File: src/rtl/ex_stage.sv
// Execute stage of the ezRISC core: ID/EX register with operand forwarding feeding an
// external alu, and an EX/MEM register capturing its result under valid/ready flow control.
module ex_stage #(
  parameter int XLEN   = 32,
  parameter int REG_AW = 5
) (
  input  logic              clk,
  input  logic              reset_n,
  input  logic              flush,
  input  logic              id_valid,
  output logic              id_ready,
  input  logic [3:0]        id_alu_ctrl,
  input  logic [XLEN-1:0]   id_rs1_val,
  input  logic [XLEN-1:0]   id_rs2_val,
  input  logic [XLEN-1:0]   id_imm,
  input  logic              id_use_imm,
  input  logic [REG_AW-1:0] id_rs1,
  input  logic [REG_AW-1:0] id_rs2,
  input  logic [REG_AW-1:0] id_rd,
  input  logic              id_reg_write,
  output logic [3:0]        alu_ctrl,
  output logic [XLEN-1:0]   alu_a,
  output logic [XLEN-1:0]   alu_b,
  input  logic [XLEN-1:0]   alu_result,
  input  logic              wb_reg_write,
  input  logic [REG_AW-1:0] wb_rd,
  input  logic [XLEN-1:0]   wb_data,
  output logic              ex_valid,
  input  logic              ex_ready,
  output logic [XLEN-1:0]   ex_result,
  output logic [REG_AW-1:0] ex_rd,
  output logic              ex_reg_write,
  output logic              ex_illegal
);

  typedef struct packed {
    logic [3:0]        ctrl;
    logic [REG_AW-1:0] rs1;
    logic [REG_AW-1:0] rs2;
    logic [XLEN-1:0]   rs1_val;
    logic [XLEN-1:0]   rs2_val;
    logic [XLEN-1:0]   imm;
    logic              use_imm;
    logic [REG_AW-1:0] rd;
    logic              reg_write;
  } s1_t;

  s1_t               s1_q, s1_d;
  logic              s1_valid_q;
  logic              ex_valid_q;
  logic [XLEN-1:0]   ex_result_q, ex_result_d;
  logic [REG_AW-1:0] ex_rd_q;
  logic              ex_reg_write_q;
  logic              ex_illegal_q;

  logic legal;
  logic s2_adv;
  logic transfer;

  // A flush squashes the ID/EX slot, so it must neither advance nor block the incoming slot.
  assign s2_adv   = s1_valid_q & (~ex_valid_q | ex_ready) & ~flush;
  assign id_ready = ~s1_valid_q | s2_adv | flush;
  assign transfer = id_valid & id_ready;
  assign legal    = (s1_q.ctrl <= 4'hB);

  assign s1_d = '{ctrl:      id_alu_ctrl,
                  rs1:       id_rs1,
                  rs2:       id_rs2,
                  rs1_val:   id_rs1_val,
                  rs2_val:   id_rs2_val,
                  imm:       id_imm,
                  use_imm:   id_use_imm,
                  rd:        id_rd,
                  reg_write: id_reg_write};

  // The EX/MEM result is younger than writeback, so it wins; x0 is hard-wired and never forwarded.
  function automatic logic [XLEN-1:0] fwd(input logic [REG_AW-1:0] r,
                                          input logic [XLEN-1:0]   rf_val);
    if (r != '0 && ex_valid_q && ex_reg_write_q && ex_rd_q == r) return ex_result_q;
    else if (r != '0 && wb_reg_write && wb_rd == r)              return wb_data;
    else                                                         return rf_val;
  endfunction

  assign alu_ctrl    = s1_q.ctrl;
  assign alu_a       = fwd(s1_q.rs1, s1_q.rs1_val);
  assign alu_b       = s1_q.use_imm ? s1_q.imm : fwd(s1_q.rs2, s1_q.rs2_val);
  assign ex_result_d = legal ? alu_result : '0;

  // NOTE: every register below uses <= so all flops sample pre-edge values together;
  // the payload is reset too because alu_a/alu_b/alu_ctrl are observable straight from it.
  always_ff @(posedge clk or negedge reset_n) begin
    if (!reset_n) begin
      s1_q       <= '0;
      s1_valid_q <= 1'b0;
    end else if (flush) begin
      s1_valid_q <= 1'b0;
    end else if (transfer) begin
      s1_q       <= s1_d;
      s1_valid_q <= 1'b1;
    end else if (s2_adv) begin
      s1_valid_q <= 1'b0;
    end
  end

  always_ff @(posedge clk or negedge reset_n) begin
    if (!reset_n) begin
      ex_valid_q     <= 1'b0;
      ex_result_q    <= '0;
      ex_rd_q        <= '0;
      ex_reg_write_q <= 1'b0;
      ex_illegal_q   <= 1'b0;
    end else if (s2_adv) begin
      ex_valid_q     <= 1'b1;
      ex_result_q    <= ex_result_d;
      ex_rd_q        <= s1_q.rd;
      ex_reg_write_q <= s1_q.reg_write & legal;
      ex_illegal_q   <= ~legal;
    end else if (ex_ready) begin
      ex_valid_q     <= 1'b0;
    end
  end

  assign ex_valid     = ex_valid_q;
  assign ex_result    = ex_result_q;
  assign ex_rd        = ex_rd_q;
  assign ex_reg_write = ex_reg_write_q;
  assign ex_illegal   = ex_illegal_q;

endmodule

File: config.mk
export PLATFORM = sky130hd
export DESIGN_NAME = ex_stage
export DESIGN_NICKNAME = d
export VERILOG_FILES = /design/src/rtl/ex_stage.sv
export SDC_FILE = /design/constraint.sdc
export NUM_CORES = 1
export LEC_CHECK = 0
export ABC_CLOCK_PERIOD_IN_PS = 2600
export BUFFER_PORTS_ARGS = -buffer_cell sky130_fd_sc_hd__buf_2
export CAP_MARGIN = 10
export CORE_AREA = 2 2 126 128
export CTS_BUF_LIST = sky130_fd_sc_hd__clkbuf_2 sky130_fd_sc_hd__clkbuf_4 sky130_fd_sc_hd__clkbuf_8
export DETAILED_ROUTE_END_ITERATION = 8
export DIE_AREA = 0 0 128 130
export PLACE_DENSITY = 0.93
export SYNTH_ARGS = -nofsm -noshare
export SYNTH_HDL_FRONTEND = slang
export SYNTH_SLANG_ARGS = --single-unit
File: constraint.sdc
create_clock -name clk -period 2.6 [get_ports clk]
set_input_delay 0.13 -clock clk [delete_from_list [all_inputs] [get_ports clk]]
set_output_delay 0.13 -clock clk [all_outputs]
set_load 0.01 [all_outputs]
==> summary.md <==
The run finished, with violations left. The final reports fail on setup timing. Synthesis produced a netlist with a net count of 858. After synthesis the cells add up to 0.00766 mm².

During synthesis, Yosys emitted a total of 0 warnings. The number of clock buffers inserted by TritonCTS was 17. The worst setup path is of the flop to output port kind. The post-route fraction of the period consumed by the critical path was 1.26; the layout-stage area growth over the synthesis result was 61.7%. In the routed design, unresolved DRC markers number 0.

The tools report the kind of start point of the critical path as a flop. For the worst setup path, the data arrival time is 3.14 ns. The post-synthesis sequential element count was 158. The slowest cell on the critical path was or4_1. The routed layout has 8098 vias. The pin slew with the least headroom to its limit was 0.661 ns; the pin count of the biggest net entering global routing was 71. The aggregate global routing overflow came out at 0. For the number of cell rows, the log shows 46.

The tools report the starting density of the core as 0.497. The logs give 1 for the initial antenna violation count and 33000 µm for the routed wire length. In this run the vertical extent of the chip is 130 µm. In this run the tool buffered the top-level ports with 300 buffer cells.

The finished cells cover 0.0124 mm². The clock network latency to the later pin of the worst-skew pair is 0.45 ns. Maximum number of buffers from clock root to sink: 2. The number of placed I/O pins is 301. The data required time at the worst endpoint is 2.47 ns, and the worst slack at placement is -0.284 ns. For the detailed placement HPWL, the log shows 16600 µm. The H-tree generated during clock tree synthesis spans 4 levels.

The run gives 0.387 as the total global-route track usage. TritonCTS built the clock tree. The post-CTS clock slew at the launch and capture registers of the worst setup and hold paths works out to 0.08 ns.

Total power for the finished layout comes to 0.00763 W. The detailed-route wire length per cell was 24.4 µm. Setup repair after global routing could not meet its margin everywhere. For this run, the detailed router's first-pass iteration total came to 9. The area share of the leading cell type in the synthesized netlist was 0.516.

The run gives 0.0132 ns as the final clock skew. The most area-hungry cell type in the Yosys netlist is dfrtp_1. The tools report the cell at the root of the clock tree as clkbuf_8.

The minimum setup slack in the final design came out at -0.673 ns. In this run the remaining antenna-violating nets after routing total 0. The fraction of layout cells with a size suffix above 1 works out to 0.481. The final-report hold violation count came out at 0. The worst setup path is captured at an output port.

The time the worst path needs with I/O delays and setup works out to 3.27 ns. The register area share after synthesis is 0.516, and the first-pass GRT wire length is 47700 µm. The net total in the final layout was 1338. After detailed placement, the total cell area comes to 0.00944 mm². Clock sink count: 158. The floorplan die width is 128 µm, and the static leakage is 5.68 nW.

The tools report the post-route core utilization as 0.803. The logs give 1132 for the placed cell count and 64 for the final number of setup-violating endpoints. The worst-case IR drop observed on VDD is 0.456 mV. At the end of routability-driven placement, the weighted congestion stood at 0.846.

The via count of the first global-routing pass was 8797; the number of DRC markers in iteration 0 was 700. The critical path goes through buf_4, xor2_1, or4_1, or4_4, nor2b_4, buf_6, a222oi_1, buf_2. Using the TritonRoute via totals, the vias-per-cell ratio works out to 5.99. The top fanout value on the critical path is 5, and the floorplan die area is 0.0166 mm². The headroom to the max-slew limit was 0.559; the mean cell area of the mapped netlist was 11.5 µm². In this run the power density over the cells is 616 mW/mm². Timing would allow up to 0.306 GHz.

The count of unique library cells instantiated by Yosys came out at 29. After the flow finishes, the layout carries non-filler instances totaling 1352. The tools report the max-cap violation count as 0. The largest single stage delay on the critical path is 0.53 ns. The logs give 0 for the number of pins exceeding their max-slew limit in the final report and 0.0154 mm² for the area of the core region.

The tightest min-delay check is of the input port to asynchronous set/reset pin type. By area the synthesized netlist is led by dfrtp_1 (52%), mux2_2 (13%), mux2i_1 (8.4%). The cell count after synthesis came out at 666.
-- synthesized netlist by cell type, drive strengths merged --
library cell / instances
dfrtp: 158
mux2: 90
inv: 65
mux2i: 64
nor2: 36
nand2: 35
a21oi: 34
a22o: 33
o21ai: 33
a222oi: 32
buf: 24
clkbuf: 22
xor2: 12
xnor2: 8
or4: 6
dlygate4sd3: 2
nand2b: 2
nand4: 2
nor2b: 2
dlygate4sd1: 1
dlymetal6s2s: 1
nand3b: 1
nor3: 1
nor3b: 1
nor4: 1
-- report_power, final --
part | switching, W | internal, W | leakage [nW] | total (W)
logic | 0.00117 | 0.00121 | 3.56 | 0.00237
clock network | 0.000921 | 0.00102 | 0.211 | 0.00194
registers | 0.000455 | 0.00286 | 1.91 | 0.00332
total | 0.00254 | 0.00509 | 5.68 | 0.00763
-- cell families (layout without fill, tap and decap cells) --
logic type             count (synthesis)  after routing  synth area share
flip-flops                           158            158             0.516
AND/OR/NAND/NOR                       87             89            0.0514
multiplexers                         154            154             0.216
AO/OA/AOI/OAI                        132            132             0.123
buffers and inverters                115            606            0.0707
XOR/XNOR                              20             20            0.0229
other                                  0              1                 0
-- metrics by stage --
stage / TNS (ns) / hold WS [ns]
6_report: -29.98 / 0.255
5_1_grt: -34.48 / 0.311
4_1_cts: -23.33 / 0.265
3_5_place_dp: -6.39 / 0.182
3_3_place_gp: -2.71 / 0.186
2_1_floorplan: 0 / -0.166
-- per-layer routing --
metal / GRT usage / share of wire / wire (µm)
met3: 0.0795 / 0.075 / 2490
met2: 0.683 / 0.51 / 16800
met4: 0.300 / 0.072 / 2370
met1: 0.408 / 0.34 / 11400
met5: 0 / 0 / 0
-- critical path: cells and delay by family, from the launching register on --
kind	cells	cell delay (ns)
flops	1	0.41
xor+xnor	1	0.14
buf+inv	3	0.53
simple gates	3	1.19
compound gates	1	0.42
-- registers in the layout, indices dropped and copies added, names as in the netlist --
signal / cells
ex_valid: 1
ex_result: 32
ex_rd: 5
ex_reg_write: 1
ex_illegal: 1
s1_q: 113
alu_ctrl: 4
s1_valid_q: 1
-- final timing paths --
check                                        start                   endpoint  slack [ns]  cells past startpoint
max in group asynchronous                  reset_n  ex_result[30]$_DFFE_PN0P_        1.49                      3
setup / recovery             s1_q[104]$_DFFE_PN0P_                  alu_b[25]       -0.67                      8
hold reg to reg            alu_ctrl[0]$_DFFE_PN0P_    alu_ctrl[0]$_DFFE_PN0P_        0.51                      1
hold / removal                             reset_n    alu_ctrl[0]$_DFFE_PN0P_        0.26                      2
min in group clk                          id_valid       s1_q[12]$_DFFE_PN0P_        0.40                      5
setup reg to reg            s1_valid_q$_DFFE_PN0P_       s1_q[53]$_DFFE_PN0P_        0.42                      5
-- repair_timing --
| action | 4_1_cts | 5_1_grt |
|---|---|---|
| resized for setup | 104 | 31 |
| pin swaps | 6 | 13 |
| cloned | 9 | 1 |
| hold buffers | 153 | 0 |
| hold endpoints to repair | 219 | 0 |
| buffers inserted | 22 | 4 |
| setup endpoints to repair | 64 | 64 |
-- layout by cell type, fill, tap and decap left out, types with 2 or more instances in the layout --
master	n
a21oi_2	26
a21oi_4	7
a222oi_1	32
a22o_1	33
buf_12	19
buf_16	6
buf_2	292
buf_4	28
buf_6	9
buf_8	2
bufinv_16	3
clkbuf_4	4
clkbuf_8	18
clkinv_2	3
clkinvlp_4	2
dfrtp_1	155
dfrtp_2	3
dlygate4sd3_1	153
inv_1	65
mux2_2	90
mux2i_1	64
nand2_1	34
nand2b_1	2
nand4_1	2
nor2_1	3
nor2_4	32
nor2b_4	3
o21ai_0	33
or4_1	4
or4_4	2
xnor2_1	8
xor2_1	11
-- cell type report --
type	count	area [µm²]
clock inverters	10	138
fillers	786	3030
multi-input cells	395	3650
flip-flops and latches	158	3960
diodes	1	2.50
repair buffers	509	3880
clock buffers	22	278
well taps	192	240
inverters	65	244
Power figures use the tool's default switching activity.
